--- src/rtl/input_debouncer_if.sv ---
// ----------------------------------------------------------------------------
// input_debouncer_if
//   Signal bundle between a raw level source and the input_debouncer.
//
//   raw_in      asynchronous raw level (button / switch / external line)
//   clean_out   debounced, registered level (feeds edge_detectors.a)
//   busy        high while a candidate level change is being qualified
//   glitch_cnt  saturating count of rejected candidates
//
//   Modports:
//     master  the side that owns raw_in and observes the debounced result
//     slave   the debouncer itself
// ----------------------------------------------------------------------------
interface input_debouncer_if #(
    parameter int CNT_W = 8
);
    logic             raw_in;
    logic             clean_out;
    logic             busy;
    logic [CNT_W-1:0] glitch_cnt;

    modport master (
        output raw_in,
        input  clean_out,
        input  busy,
        input  glitch_cnt
    );

    modport slave (
        input  raw_in,
        output clean_out,
        output busy,
        output glitch_cnt
    );
endinterface : input_debouncer_if

--- src/rtl/input_debouncer.sv ---
// ----------------------------------------------------------------------------
// input_debouncer
//   Conditions a raw, asynchronous, possibly bouncing level for the
//   edge_detectors stage. raw_in is first synchronised into clk through a
//   SYNC_STAGES-deep flop chain; a four-state FSM then accepts a new level
//   only after it has been seen for DEBOUNCE_CYCLES consecutive samples.
//   Shorter excursions are rejected and counted in glitch_cnt.
//
//   Ports:
//     clk              system clock, rising edge
//     rst              synchronous, active-high reset
//     bus.raw_in       asynchronous raw level
//     bus.clean_out    debounced level, registered
//     bus.busy         1 while a candidate change is being qualified
//     bus.glitch_cnt   rejected-candidate count, saturates at all-ones
//
//   Parameters:
//     SYNC_STAGES      synchroniser depth (>= 2)
//     DEBOUNCE_CYCLES  consecutive stable samples to accept a level (>= 2)
//     CNT_W            glitch_cnt width; must match the interface's CNT_W
//
//   Latency: clean_out changes on the (SYNC_STAGES + DEBOUNCE_CYCLES)th rising
//   edge, counting as edge 1 the first edge that samples the new raw_in level.
// ----------------------------------------------------------------------------
module input_debouncer #(
    parameter int SYNC_STAGES     = 2,
    parameter int DEBOUNCE_CYCLES = 4,
    parameter int CNT_W           = 8
) (
    input  logic             clk,
    input  logic             rst,
    input_debouncer_if.slave bus
);

    // Qualify counter only has to reach DEBOUNCE_CYCLES-1.
    localparam int QW = (DEBOUNCE_CYCLES > 2) ? $clog2(DEBOUNCE_CYCLES) : 1;

    localparam logic [QW-1:0]    QUAL_LAST  = QW'(DEBOUNCE_CYCLES - 1);
    localparam logic [QW-1:0]    QUAL_ONE   = QW'(1);
    localparam logic [CNT_W-1:0] GLITCH_MAX = '1;

    typedef enum logic [1:0] {
        STABLE_LO = 2'd0,
        CHK_HI    = 2'd1,
        STABLE_HI = 2'd2,
        CHK_LO    = 2'd3
    } state_t;

    logic [SYNC_STAGES-1:0] sync_q;
    logic                   s;
    state_t                 state_q;
    logic [QW-1:0]          cnt_q;
    logic                   clean_q;
    logic                   busy_q;
    logic [CNT_W-1:0]       glitch_q;

    // The FSM only ever looks at the last synchroniser stage.
    assign s = sync_q[SYNC_STAGES-1];

    function automatic logic [CNT_W-1:0] sat_inc(input logic [CNT_W-1:0] v);
        return (v == GLITCH_MAX) ? v : v + CNT_W'(1);
    endfunction

    // ------------------------------------------------------------------------
    // Synchroniser. sync_q[0] is the metastability-catching stage.
    // ------------------------------------------------------------------------
    // NOTE: reset is sampled on the clock edge inside always_ff (synchronous),
    // and every state register uses <= so all flops update from the values
    // they held before the edge.
    always_ff @(posedge clk) begin
        if (rst) begin
            sync_q <= '0;
        end else begin
            sync_q <= {sync_q[SYNC_STAGES-2:0], bus.raw_in};
        end
    end

    // ------------------------------------------------------------------------
    // Qualification FSM. clean_out and busy are registered alongside the
    // state so they follow the state they describe with no combinational
    // path from raw_in.
    // ------------------------------------------------------------------------
    always_ff @(posedge clk) begin
        if (rst) begin
            state_q  <= STABLE_LO;
            cnt_q    <= '0;
            clean_q  <= 1'b0;
            busy_q   <= 1'b0;
            glitch_q <= '0;
        end else begin
            case (state_q)
                STABLE_LO: begin
                    if (s) begin
                        state_q <= CHK_HI;
                        cnt_q   <= QUAL_ONE;
                        busy_q  <= 1'b1;
                    end
                end

                CHK_HI: begin
                    // An abort on the final count still wins: the test for
                    // the old level comes before the accept test.
                    if (!s) begin
                        state_q  <= STABLE_LO;
                        cnt_q    <= '0;
                        busy_q   <= 1'b0;
                        glitch_q <= sat_inc(glitch_q);
                    end else if (cnt_q == QUAL_LAST) begin
                        state_q <= STABLE_HI;
                        cnt_q   <= '0;
                        busy_q  <= 1'b0;
                        clean_q <= 1'b1;
                    end else begin
                        cnt_q <= cnt_q + QUAL_ONE;
                    end
                end

                STABLE_HI: begin
                    if (!s) begin
                        state_q <= CHK_LO;
                        cnt_q   <= QUAL_ONE;
                        busy_q  <= 1'b1;
                    end
                end

                CHK_LO: begin
                    if (s) begin
                        state_q  <= STABLE_HI;
                        cnt_q    <= '0;
                        busy_q   <= 1'b0;
                        glitch_q <= sat_inc(glitch_q);
                    end else if (cnt_q == QUAL_LAST) begin
                        state_q <= STABLE_LO;
                        cnt_q   <= '0;
                        busy_q  <= 1'b0;
                        clean_q <= 1'b0;
                    end else begin
                        cnt_q <= cnt_q + QUAL_ONE;
                    end
                end

                default: begin
                    state_q <= STABLE_LO;
                    cnt_q   <= '0;
                    busy_q  <= 1'b0;
                    clean_q <= 1'b0;
                end
            endcase
        end
    end

    assign bus.clean_out  = clean_q;
    assign bus.busy       = busy_q;
    assign bus.glitch_cnt = glitch_q;

endmodule : input_debouncer

--- src/flat_wrapper.sv ---
// flat-port wrapper written by rule: the top's interface ports become plain ports
module input_debouncer_flat 
#(
    parameter int SYNC_STAGES     = 2,
    parameter int DEBOUNCE_CYCLES = 4,
    parameter int CNT_W           = 8
)
  (clk, rst, bus_raw_in, bus_clean_out, bus_busy, bus_glitch_cnt);
  input_debouncer_if #(.CNT_W(CNT_W)) bus_i ();
  input  logic clk;
  input  logic rst;
  input wire logic [$bits(bus_i.raw_in)-1:0] bus_raw_in;
  output wire logic [$bits(bus_i.clean_out)-1:0] bus_clean_out;
  output wire logic [$bits(bus_i.busy)-1:0] bus_busy;
  output wire logic [$bits(bus_i.glitch_cnt)-1:0] bus_glitch_cnt;
  assign bus_i.raw_in = bus_raw_in;
  assign bus_clean_out = bus_i.clean_out;
  assign bus_busy = bus_i.busy;
  assign bus_glitch_cnt = bus_i.glitch_cnt;
  input_debouncer #(.SYNC_STAGES(SYNC_STAGES), .DEBOUNCE_CYCLES(DEBOUNCE_CYCLES), .CNT_W(CNT_W)) u_core (.clk(clk), .rst(rst), .bus(bus_i));
endmodule
--- config.mk ---
export PLATFORM = sky130hd
export DESIGN_NAME = input_debouncer_flat
export DESIGN_NICKNAME = d
export VERILOG_FILES = /design/src/rtl/input_debouncer_if.sv /design/src/rtl/input_debouncer.sv /design/src/flat_wrapper.sv
export SDC_FILE = /design/constraint.sdc
export NUM_CORES = 1
export LEC_CHECK = 0
export CAP_MARGIN = 20
export CORE_UTILIZATION = 43
export DETAILED_ROUTE_END_ITERATION = 10
export PLACE_DENSITY_LB_ADDON = 0.2
export SLEW_MARGIN = 30
export SYNTH_ARGS = -nofsm -noshare
export SYNTH_HDL_FRONTEND = slang
export SYNTH_SLANG_ARGS = --single-unit
export TNS_END_PERCENT = 20
--- constraint.sdc ---
create_clock -name clk -period 2.1 [get_ports clk]
set_clock_uncertainty 0.05 [all_clocks]
set_input_delay 0.21 -clock clk [delete_from_list [all_inputs] [get_ports clk]]
set_output_delay 0.21 -clock clk [all_outputs]
set_load 0.005 [all_outputs]
==> results.md, run 1 <==
| Result | This run | Unit |
| --- | --- | --- |
| Result of the run | finished, final reports clean | - |
| Number of detailed-routing iterations run before antenna repair | 6 | - |
| Global routing usage on met3 | 6.25 | % |
| Sinks on Clock Net | 16 | - |
| RSZ-0062 raised after global routing | no | - |
| Ant. Diodes | 0 | - |
| Transition at the pin with the smallest max-transition slack | 0.571 | ns |
| Wire length of the first global-routing pass | 2280 | um |
| CP required | 2.24 | ns |
| Global router's overall resource usage | 16.1 | % |
| Number of non-filler instances in the completed layout | 113 | - |
| Max-slew headroom | 61.6 | % |
| Final Worst Setup Slack | 0.411 | ns |
| Die H | 44.0 | um |
| Number of placement rows | 14 | - |
| CP arrival | 1.83 | ns |
| Class of the tightest hold or removal check | flop to flop | - |
| M2 GR Usage | 21.8 | % |
| Fmax | 0.592 | GHz |
| Finished Core Util | 59.0 | % |
| Switching share of power | 22.0 | % |
| Cell area after technology mapping | 758 | sq um |
| Count of vias placed by the detailed router | 655 | - |
| Clock H-tree levels | 1 | - |
| Share of total power in the clock network | 36.8 | % |
| TritonCTS clock tree | yes | - |
| Number of remaining DRC errors | 0 | - |
| DIE AREA | 1940 | sq um |
| Clk slew on worst S/H paths | 0.09 | ns |
| PostCTS Resize Cnt | 0 | - |
| Sequential fraction of the synthesis area | 42.2 | % |
| Skew-Pair Late Insertion Delay | 0.29 | ns |
| R2R setup slack | 0.41 | ns |
| Gate power share | 6.7 | % |
| CP Class | flop to flop | - |
| Final wirelength | 1430 | um |
| Most crowded layer after global routing | met1 | - |
| Storage cell area | 320 | sq um |
| Static power due to leakage | 0.314 | nW |
| Area of the placeable core | 1580 | sq um |
| Prevailing post-synth register cell | sky130_fd_sc_hd__dfxtp_1 | - |
| Synthesis-stage register bit count | 16 | - |
| Number of port buffers | 12 | - |
| RR Startpoint | u_core.bus.glitch_cnt[0] | - |
| Sequential share of power | 56.5 | % |
| Detailed-placement wirelength estimate | 993 | um |
| Die boundary width | 44.0 | um |
| Final routed wire length divided by cell count | 12.6 | um |
| Filler cells | 146 | - |
| Growth of design area from synthesis to finish | 22.6 | % |
| Mapped Nets | 88 | - |
| Max Slew Vio Count | 0 | - |
| Hold-critical path depth | 1 | - |
| DRT antenna net count | 0 | - |
| Critical path endpoint category | flop | - |
| Hold EP | u_core.sync_q[1] | - |
| Initial antenna violation count | 0 | - |
| Largest fanout on the critical path | 6 | - |
| Max VDD drop | 0.464 | mV |
| Post-cts hold buffer count | 0 | - |
| Number of synthesized flops with an enable pin | 0 | - |
| Number of buffers between clock root and the deepest sink | 2 | - |
| Final critical delay including setup and external delays | 1.69 | ns |
| Syn Area/Cell | 9.14 | sq um |
| Net count, final | 103 | - |
| Count of max-cap constraint violations | 0 | - |
| Vias per cell | 5.80 | - |
| # Post-CTS Setup Buffers | 0 | - |
| Sw Pwr | 0.123 | mW |
| Share of the clock period used by the worst path | 80.4 | % |
| Vias in the first global route | 527 | - |
| Effective utilization at floorplan | 48.1 | % |
| Pint | 0.436 | mW |
| Largest net degree at the start of global routing | 15 | - |
| Synth async-reset ratio | 0 | % |
| Starting DRT DRC Count | 15 | - |
| Number of unique standard cell types used by synthesis | 35 | - |
| Footprint of the multi-input gates | 414 | sq um |
| Number of cells traversed by the worst register-to-register path | 4 | - |
| Total negative slack for setup checks | 0 | ns |
| Synthesized instance count | 83 | - |
| Count of synthesis-stage warnings from yosys | 0 | - |
| Dpl cells | 109 | - |
| Min-delay src | u_core.sync_q[0] | - |
| Endpoint of the worst-slack reg-to-reg timing path | u_core.bus.glitch_cnt[4] | - |
| # IOs | 13 | - |
| Place WS | 0.416 | ns |
| Power density normalized to cell area | 602 | nW/um^2 |
| CTS Root Buffer Type | sky130_fd_sc_hd__clkbuf_4 | - |
| Clock buffers created by TritonCTS | 3 | - |
| Final number of setup-violating endpoints | 0 | - |
| RePlAce Congestion | 0.769 | - |
| Met1 layer usage reported by global route | 22.6 | % |
| Ratio of cells with drive above 1 in the final layout | 13.4 | % |
| Leftover overflow at the end of global routing | 0 | - |
| Final worst hold slack | 0.399 | ns |
| Critical path startpoint category | flop | - |
| Final Hold Violating Endpoints | 0 | - |
==> cell usage after synthesis (2+ instances only) <==
library cell | instances | area (sq um)
sky130_fd_sc_hd__nor3_1 | 4 | 20.0
sky130_fd_sc_hd__nand3b_1 | 2 | 15.0
sky130_fd_sc_hd__nor2_1 | 6 | 22.5
sky130_fd_sc_hd__a21oi_1 | 5 | 25.0
sky130_fd_sc_hd__nand2_1 | 6 | 22.5
sky130_fd_sc_hd__ha_1 | 2 | 25.0
sky130_fd_sc_hd__a41oi_1 | 2 | 17.5
sky130_fd_sc_hd__o21ai_0 | 2 | 10.0
sky130_fd_sc_hd__nand3_1 | 6 | 30.0
sky130_fd_sc_hd__nand2b_1 | 2 | 12.5
sky130_fd_sc_hd__a211oi_1 | 2 | 15.0
sky130_fd_sc_hd__dfxtp_1 | 16 | 320
sky130_fd_sc_hd__nor2b_1 | 4 | 25.0
sky130_fd_sc_hd__inv_1 | 3 | 11.3
==> worst max-delay path by stage <==
stage | startpoint | to | slack, ns | cells after the start
after detailed placement | u_core.bus.glitch_cnt[0] | u_core.bus.glitch_cnt[4] | 0.42 | 4
after CTS | u_core.bus.glitch_cnt[0] | u_core.bus.glitch_cnt[4] | 0.40 | 4
final | u_core.bus.glitch_cnt[0] | u_core.bus.glitch_cnt[4] | 0.41 | 4
after global routing | u_core.bus.glitch_cnt[0] | u_core.bus.glitch_cnt[4] | 0.24 | 4
after floorplan | u_core.bus.glitch_cnt[0] | u_core.bus.glitch_cnt[4] | 0.53 | 4
after global placement | u_core.bus.glitch_cnt[0] | u_core.bus.glitch_cnt[4] | 0.41 | 4
==> layer usage <==
| metal | part of all wire (%) | up-vias | wire [um] |
|---|---|---|---|
| met5 | 0 | - | 0 |
| met4 | 0.56 | 0 | 8 |
| met3 | 4.3 | 2 | 61 |
| met2 | 41 | 15 | 579 |
| met1 | 55 | 307 | 778 |
| li1 | - | 331 | - |
==> cell usage in the layout (no fill, tap or decap), types with 2 or more instances in the layout <==
cell and n:
sky130_fd_sc_hd__nand2_1 6, sky130_fd_sc_hd__inv_1 3, sky130_fd_sc_hd__nand3_1 6, sky130_fd_sc_hd__nor3_1 4, sky130_fd_sc_hd__o21ai_0 2, sky130_fd_sc_hd__clkdlybuf4s50_1 12
sky130_fd_sc_hd__a21oi_1 5, sky130_fd_sc_hd__clkbuf_4 3, sky130_fd_sc_hd__a211oi_1 2, sky130_fd_sc_hd__dfxtp_1 16, sky130_fd_sc_hd__nand3b_1 2, sky130_fd_sc_hd__nand2b_1 2
sky130_fd_sc_hd__nor2_1 6, sky130_fd_sc_hd__nor2b_1 4, sky130_fd_sc_hd__a41oi_1 2, sky130_fd_sc_hd__ha_1 2
==> critical path: stages, from the launching register on <==
cell	delay [ns]
sky130_fd_sc_hd__dfxtp_1	0.40
sky130_fd_sc_hd__ha_1	0.29
sky130_fd_sc_hd__nand3_1	0.12
sky130_fd_sc_hd__a2111oi_2	0.36
sky130_fd_sc_hd__mux2_2	0.37
==> stage by stage <==
step / instance area [sq um] / total power, mW
floorplan: 758 / 0.345
global placement: 893 / 0.361
detailed placement: 893 / 0.361
CTS: 930 / 0.565
global route: 930 / 0.585
finish: 930 / 0.560
==> power by group through the flow <==
stage | registers, mW | clock network, mW | logic (mW)
final | 0.316 | 0.206 | 0.0373
after global routing | 0.318 | 0.226 | 0.0414
after CTS | 0.316 | 0.211 | 0.0376
after detailed placement | 0.324 | 0 | 0.0374
after global placement | 0.323 | 0 | 0.0375
after floorplan | 0.322 | 0 | 0.0226
==> logic make-up after synthesis <==
family | share of synthesized area, %
AND/OR/NAND/NOR | 25.1
AO/OA/AOI/OAI | 18.2
flip-flops | 42.2
buffers and inverters | 3.13
multiplexers | 4.78
XOR/XNOR | 3.30
adder cells (fa/ha/maj) | 3.30
==> area by class of cell <==
cell class / count / area share [%]
inverter: 3 / 1.21
sequential: 16 / 34.5
tap: 16 / 2.15
timing repair buffer: 13 / 13.7
clock buffer: 4 / 3.90
multi-input combinational: 61 / 44.5
==> state kept, by name, summed over array words and instances, names as in the netlist, named ones only <==
name                   flops
u_core.bus.glitch_cnt      8
u_core.cnt_q               2
u_core.sync_q              2
u_core.bus.busy            1
u_core.bus.clean_out       1
u_core.state_q             1
(Power assumes the default switching activity.)
==> run 2: changes to the inputs <==
==> constraint.sdc (replaced) <==
create_clock -name clk -period 1.7 [get_ports clk]
set_clock_uncertainty 0.05 [all_clocks]
set_input_delay 0.17 -clock clk [delete_from_list [all_inputs] [get_ports clk]]
set_output_delay 0.17 -clock clk [all_outputs]
set_load 0.005 [all_outputs]
==> run 2 against run 1 <==
Critical endpoint unchanged. First-iteration DRC count shrank 6.7%. Critical path type unchanged. Design area grew 3.2%. Maximum frequency grew 6.1%. Sequential share of layout area shrank 1.1 points. Critical path depth is the same.
==> results.md, run 2 (synthesized netlist as in run 1, its figures left out) <==
| Result | This run | Unit | Delta |
| --- | --- | --- | --- |
| Filler cells | 124 | - | -15% |
| Area of the placeable core | 1580 | sq um | unchanged |
| Initial antenna violation count | 0 | - | unchanged |
| Sum of internal, switching and leakage power | 0.690 | mW | +23% |
| Clock buffers created by TritonCTS | 3 | - | unchanged |
| Vias per cell | 5.87 | - | +1.3% |
| Most frequent cells in the layout | sky130_fd_sc_hd__dfxtp_1, sky130_fd_sc_hd__clkdlybuf4s50_1, sky130_fd_sc_hd__nand2_1, sky130_fd_sc_hd__nor2_1, sky130_fd_sc_hd__nand3_1 | - |  |
| Pint | 0.542 | mW | +24% |
| CP arrival | 1.72 | ns | -0.11 ns |
| # IOs | 13 | - | unchanged |
| Die boundary width | 44.0 | um | unchanged |
| Total negative slack for setup checks | 0 | ns | unchanged |
| Number of flip-flops under the largest register name | 8 | - | unchanged |
| Final routed wire length divided by cell count | 13.7 | um | +8.6% |
| Sinks on Clock Net | 16 | - | unchanged |
| Number of cells traversed by the worst register-to-register path | 4 | - | unchanged |
| Share of the clock period used by the worst path | 93.6 | % | +13 points |
| Growth of design area from synthesis to finish | 26.6 | % |  |
| Clock H-tree levels | 1 | - | unchanged |
| Result of the run | finished, final reports clean | - |  |
| Critical path startpoint category | flop | - |  |
| RePlAce Congestion | 0.757 | - | -1.7% |
| Final critical delay including setup and external delays | 1.59 | ns | -0.0976 ns |
| Number of remaining DRC errors | 0 | - | unchanged |
| Die H | 44.0 | um | unchanged |
| PostCTS Resize Cnt | 0 | - | unchanged |
| Detailed-placement wirelength estimate | 1170 | um | +18% |
| Count of vias placed by the detailed router | 687 | - | +4.9% |
| RSZ-0062 raised after global routing | no | - |  |
| Power density normalized to cell area | 719 | nW/um^2 | +19% |
| Effective utilization at floorplan | 48.1 | % | unchanged |
| DRT antenna net count | 0 | - | unchanged |
| Storage cell area | 320 | sq um | unchanged |
| Largest fanout on the critical path | 5 | - | -1 |
| Commonest non-fill, non-tap cell in the layout | sky130_fd_sc_hd__dfxtp_1 | - |  |
| Global router's overall resource usage | 18.6 | % | +2.5 points |
| Clk slew on worst S/H paths | 0.09 | ns | about the same |
| Final Hold Violating Endpoints | 0 | - | unchanged |
| Number of detailed-routing iterations run before antenna repair | 6 | - | unchanged |
| CTS Root Buffer Type | sky130_fd_sc_hd__clkbuf_4 | - |  |
| Final number of setup-violating endpoints | 0 | - | unchanged |
| Worst Setup SP | u_core.bus.glitch_cnt[0] | - |  |
| Number of port buffers | 12 | - | unchanged |
| Hold-critical path depth | 2 | - | +1 |
| TritonCTS clock tree | yes | - |  |
| Share of total power in the clock network | 35.9 | % | -0.9 points |
| Fmax | 0.628 | GHz | +6.1% |
| RR Startpoint | u_core.bus.glitch_cnt[0] | - |  |
| Starting DRT DRC Count | 14 | - | -1 |
| Ant. Diodes | 0 | - | unchanged |
| Largest net degree at the start of global routing | 11 | - | -4 |
| CP required | 1.83 | ns | -0.41 ns |
| Class of the tightest hold or removal check | input pin to flop | - |  |
| Transition at the pin with the smallest max-transition slack | 0.424 | ns | -0.147 ns |
| Switching share of power | 21.5 | % | -0.55 points |
| Crit-path cells | ha_1 > nand3_1 > a2111oi_2 > mux2_2 | - |  |
| Max Slew Vio Count | 0 | - | unchanged |
| Wire length of the first global-routing pass | 2680 | um | +18% |
| Gate power share | 7.5 | % | +0.8 points |
| CP Class | flop to flop | - |  |
| Vias in the first global route | 605 | - | +15% |
| Min-delay src | bus_raw_in | - |  |
| Critical path endpoint category | flop | - |  |
| Number of buffers between clock root and the deepest sink | 2 | - | unchanged |
| Footprint of the multi-input gates | 414 | sq um | unchanged |
| DIE AREA | 1940 | sq um | unchanged |
| Number of placement rows | 14 | - | unchanged |
| Max VDD drop | 0.611 | mV | +32% |
| Leftover overflow at the end of global routing | 0 | - | unchanged |
| Max-slew headroom | 71.7 | % | +10 points |
| Skew-Pair Late Insertion Delay | 0.28 | ns | about the same |
| Sequential share of power | 56.6 | % | about the same |
| Critical path's largest stage delay | 0.41 | ns | about the same |
| Static power due to leakage | 0.334 | nW | +6.4% |
| Final wirelength | 1600 | um | +12% |
| Post-cts hold buffer count | 0 | - | unchanged |
| Count of max-cap constraint violations | 0 | - | unchanged |
| Ratio of cells with drive above 1 in the final layout | 16.8 | % | +3.4 points |
| Net count, final | 107 | - | +3.9% |
| CP max-delay cell | sky130_fd_sc_hd__dfxtp_1 | - |  |
| # Post-CTS Setup Buffers | 0 | - | unchanged |
| Sw Pwr | 0.148 | mW | +20% |
## run 2: changes by cell type in the layout (fill, tap and decap cells not counted)
cell | before | now
sky130_fd_sc_hd__buf_4 | 1 | 5
## run 2: metal layers
layer / part of all wire, % / track usage (%)
met1: 49 / 24.7
met2: 46 / 29.6
met3: 4.3 / 5.00
met4: 0.62 / 5.45
met5: 0 / 0
## run 2: cell type report
cell class / instances / share of cell area (%)
inverters: 3 / 1.17
repair buffers: 17 / 16.4
clock buffers: 4 / 3.78
well taps: 16 / 2.09
flip-flops and latches: 16 / 33.4
multi-input cells: 61 / 43.2
## run 2: power by group through the flow
stage	registers [mW]	clock network [mW]	logic [mW]
3_5_place_dp	0.399	0	0.0519
3_3_place_gp	0.399	0	0.0511
4_1_cts	0.391	0.259	0.0522
5_1_grt	0.392	0.278	0.0564
6_report	0.390	0.248	0.0518
2_1_floorplan	0.398	0	0.0279
## run 2: metrics by stage
step,hold slack [ns],cell area (sq um),worst slack [ns],std cells,utilization [%]
finish,0.388,960,0.108,117,60.9
global route,0.369,960,0.0321,117,60.9
CTS,0.377,960,0.102,117,60.9
detailed placement,0.384,923,0.117,113,58.6
global placement,0.369,923,0.169,113,58.6
floorplan,0.248,758,0.128,83,-
## run 2: critical path, delay by kind of cell (launching register included)
kind / cells / cell delay [ns]
AO/OA/AOI/OAI: 1 / 0.36
multiplexers: 1 / 0.37
flip-flops: 1 / 0.41
adder cells (fa/ha/maj): 1 / 0.21
AND/OR/NAND/NOR: 1 / 0.10
## run 2: worst paths after layout
kind / to / slack (ns)
setup reg to reg: u_core.bus.glitch_cnt[4] / 0.11
hold reg to reg: u_core.sync_q[1] / 0.41
hold / removal: u_core.sync_q[0] / 0.39
setup / recovery: u_core.bus.glitch_cnt[4] / 0.11
==> run 3: changes to the inputs <==
--- a/config.mk
+++ b/config.mk
@@ -7,8 +7,9 @@
 export LEC_CHECK = 0
 export CAP_MARGIN = 20
 export CORE_UTILIZATION = 43
+export CTS_BUF_LIST = sky130_fd_sc_hd__clkbuf_2 sky130_fd_sc_hd__clkbuf_4 sky130_fd_sc_hd__clkbuf_8
 export DETAILED_ROUTE_END_ITERATION = 10
-export PLACE_DENSITY_LB_ADDON = 0.2
+export PLACE_DENSITY = 0.67
 export SLEW_MARGIN = 30
 export SYNTH_ARGS = -nofsm -noshare
 export SYNTH_HDL_FRONTEND = slang
==> run 3 against run 2 <==
Power up 0.33%. Clock power about the same. Die area unchanged. Maximum frequency up 0.60%. Register-to-register slack about the same. Design area up 0.78%. Routed wire length down 5.9%. Largest power group unchanged. Critical endpoint unchanged. Final cell count up 0.85%. Sequential power about the same. Via count down 4.7%. Count of clock-buffer cells in the layout unchanged. First-iteration DRC count down 36%.
==> results.md, run 3 (synthesized netlist as in run 1, its figures left out) <==
| Result | This run | Unit | Delta |
| --- | --- | --- | --- |
| Sw Pwr | 0.150 | mW | +1.3% |
| DIE AREA | 1940 | sq um | unchanged |
| Growth of design area from synthesis to finish | 27.6 | % |  |
| Skew-Pair Late Insertion Delay | 0.29 | ns | about the same |
| Area of the placeable core | 1580 | sq um | unchanged |
| CP required | 1.83 | ns | about the same |
| Dpl cells | 114 | - | +0.88% |
| Final number of setup-violating endpoints | 0 | - | unchanged |
| Critical path endpoint category | flop | - |  |
| Global router's overall resource usage | 18.8 | % | +0.24 points |
| Hold-critical path depth | 2 | - | unchanged |
| Uppermost layer routed | met3 | - |  |
| Met2 wirelength from detailed routing | 611 | um | -17% |
| Number of detailed-routing iterations run before antenna repair | 4 | - | -2 |
| Number of port buffers | 12 | - | unchanged |
| Die H | 44.0 | um | unchanged |
| Post-cts hold buffer count | 0 | - | unchanged |
| Static power due to leakage | 0.338 | nW | +1.2% |
| Final routed wire length divided by cell count | 12.8 | um | -6.7% |
| DRT met1 WL | 827 | um | +5.2% |
| Number of remaining DRC errors | 0 | - | unchanged |
| Filler cells | 146 | - | +18% |
| Final Hold Violating Endpoints | 0 | - | unchanged |
| Number of cells traversed by the worst register-to-register path | 4 | - | unchanged |
| Leftover overflow at the end of global routing | 0 | - | unchanged |
| Clk slew on worst S/H paths | 0.09 | ns | about the same |
| Largest net degree at the start of global routing | 10 | - | -1 |
| TritonCTS clock tree | yes | - |  |
| Net count, final | 108 | - | +0.93% |
| Largest fanout on the critical path | 5 | - | unchanged |
| Transition at the pin with the smallest max-transition slack | 0.427 | ns | +0.00267 ns |
| Share of the clock period used by the worst path | 93.1 | % | -0.56 points |
| Critical path startpoint category | flop | - |  |
| Endpoint of the worst-slack reg-to-reg timing path | u_core.bus.glitch_cnt[4] | - |  |
| Final critical delay including setup and external delays | 1.58 | ns | -0.00944 ns |
| CP Class | flop to flop | - |  |
| Count of vias placed by the detailed router | 655 | - | -4.7% |
| Detailed-placement wirelength estimate | 1120 | um | -4.5% |
| DRT antenna net count | 0 | - | unchanged |
| RePlAce Congestion | 0.758 | - | +0.17% |
| Sinks on Clock Net | 16 | - | unchanged |
| Total negative slack for setup checks | 0 | ns | unchanged |
| Most frequent cells in the layout | sky130_fd_sc_hd__dfxtp_1, sky130_fd_sc_hd__clkdlybuf4s50_1 | - |  |
| Sequential share of power | 56.4 | % | -0.2 points |
| Finished Core Util | 61.3 | % | +0.48 points |
| # IOs | 13 | - | unchanged |
| Number of placement rows | 14 | - | unchanged |
| Initial antenna violation count | 0 | - | unchanged |
| Commonest non-fill, non-tap cell in the layout | sky130_fd_sc_hd__dfxtp_1 | - |  |
| Max Slew Vio Count | 0 | - | unchanged |
| PostCTS Resize Cnt | 0 | - | unchanged |
| Gate power share | 7.3 | % | -0.2 points |
| RSZ-0062 raised after global routing | no | - |  |
| Ratio of cells with drive above 1 in the final layout | 17.6 | % | +0.82 points |
| Count of max-cap constraint violations | 0 | - | unchanged |
| Power density normalized to cell area | 716 | nW/um^2 | -0.45% |
| CTS Root Buffer Type | sky130_fd_sc_hd__clkbuf_4 | - |  |
| Die boundary width | 44.0 | um | unchanged |
| # Post-CTS Setup Buffers | 0 | - | unchanged |
| RR Startpoint | u_core.bus.glitch_cnt[0] | - |  |
| Ant. Diodes | 0 | - | unchanged |
| Pint | 0.542 | mW | about the same |
| Clock buffers created by TritonCTS | 3 | - | unchanged |
| Sum of internal, switching and leakage power | 0.693 | mW | +0.33% |
| Max VDD drop | 0.535 | mV | -12% |
| Number of non-filler instances in the completed layout | 118 | - | +0.85% |
| Fmax | 0.632 | GHz | +0.60% |
| Share of total power in the clock network | 36.3 | % | +0.4 points |
| Vias in the first global route | 606 | - | +0.17% |
| Effective utilization at floorplan | 48.1 | % | unchanged |
| Final wirelength | 1510 | um | -5.9% |
| Class of the tightest hold or removal check | input pin to flop | - |  |
| Min-delay src | bus_raw_in | - |  |
| Result of the run | finished, final reports clean | - |  |
| Clock H-tree levels | 1 | - | unchanged |
| CP arrival | 1.71 | ns | about the same |
| Amount of wire on met3 after detailed routing | 71 | um | +2.9% |
| Hold EP | u_core.sync_q[0] | - |  |
| Max-slew headroom | 71.5 | % | -0.18 points |
| Number of flip-flops under the largest register name | 8 | - | unchanged |
| Number of buffers between clock root and the deepest sink | 2 | - | unchanged |
| Vias per cell | 5.55 | - | -5.5% |
| R2R setup slack | 0.12 | ns | about the same |
| Wire length of the first global-routing pass | 2620 | um | -2.3% |
| Starting DRT DRC Count | 9 | - | -5 |
| Switching share of power | 21.7 | % | +0.22 points |
[run 3: changes by cell type in the layout (fill, tap and decap cells not counted)]
cell	delta
sky130_fd_sc_hd__buf_4	+1
[run 3: layout make-up]
cell class                      instances  area, sq um  share of cell area [%]
Inverter                                3         11.3                    1.16
Sequential cell                        16          320                    33.1
Tap cell                               16         20.0                    2.07
Multi-Input combinational cell         61          414                    42.8
Clock buffer                            4         36.3                    3.75
Timing Repair Buffer                   18          165                    17.1
[run 3: worst max-delay path by stage]
stage / from / to / slack, ns / cells past startpoint
after floorplan: u_core.bus.glitch_cnt[0] / u_core.bus.glitch_cnt[4] / 0.13 / 4
after global placement: u_core.bus.glitch_cnt[0] / u_core.bus.glitch_cnt[4] / 0.17 / 4
after detailed placement: u_core.bus.glitch_cnt[0] / u_core.bus.glitch_cnt[4] / 0.12 / 4
after CTS: u_core.bus.glitch_cnt[0] / u_core.bus.glitch_cnt[4] / 0.10 / 4
after global routing: u_core.bus.glitch_cnt[0] / u_core.bus.glitch_cnt[4] / 0.02 / 4
final: u_core.bus.glitch_cnt[0] / u_core.bus.glitch_cnt[4] / 0.12 / 4
[run 3: per-layer routing]
| metal | up-vias | global-route usage (%) |
|---|---|---|
| met1 | 297 | 26.7 |
| met5 | - | 0 |
| met4 | 0 | 3.64 |
| li1 | 343 | - |
| met3 | 0 | 8.75 |
| met2 | 15 | 26.3 |
[run 3: worst max-delay path, stage by stage (launching register included)]
cell and delay (ns):
sky130_fd_sc_hd__dfxtp_1 0.39, sky130_fd_sc_hd__ha_1 0.21, sky130_fd_sc_hd__nand3_1 0.10, sky130_fd_sc_hd__a2111oi_2 0.36
sky130_fd_sc_hd__mux2_2 0.37
[run 3: through the flow]
step,hold WS [ns],worst slack [ns],instance area [sq um]
6_report,0.388,0.118,967
5_1_grt,0.383,0.0212,967
4_1_cts,0.386,0.102,967
3_5_place_dp,0.388,0.119,931
3_3_place_gp,0.371,0.168,931
2_1_floorplan,0.248,0.128,758
[run 3: power groups by stage]
stage / registers [mW] / clock network (mW) / logic (mW)
after floorplan: 0.398 / 0 / 0.0279
after global placement: 0.399 / 0 / 0.0505
after detailed placement: 0.399 / 0 / 0.0511
after CTS: 0.391 / 0.255 / 0.0513
after global routing: 0.392 / 0.278 / 0.0576
final: 0.391 / 0.251 / 0.0508
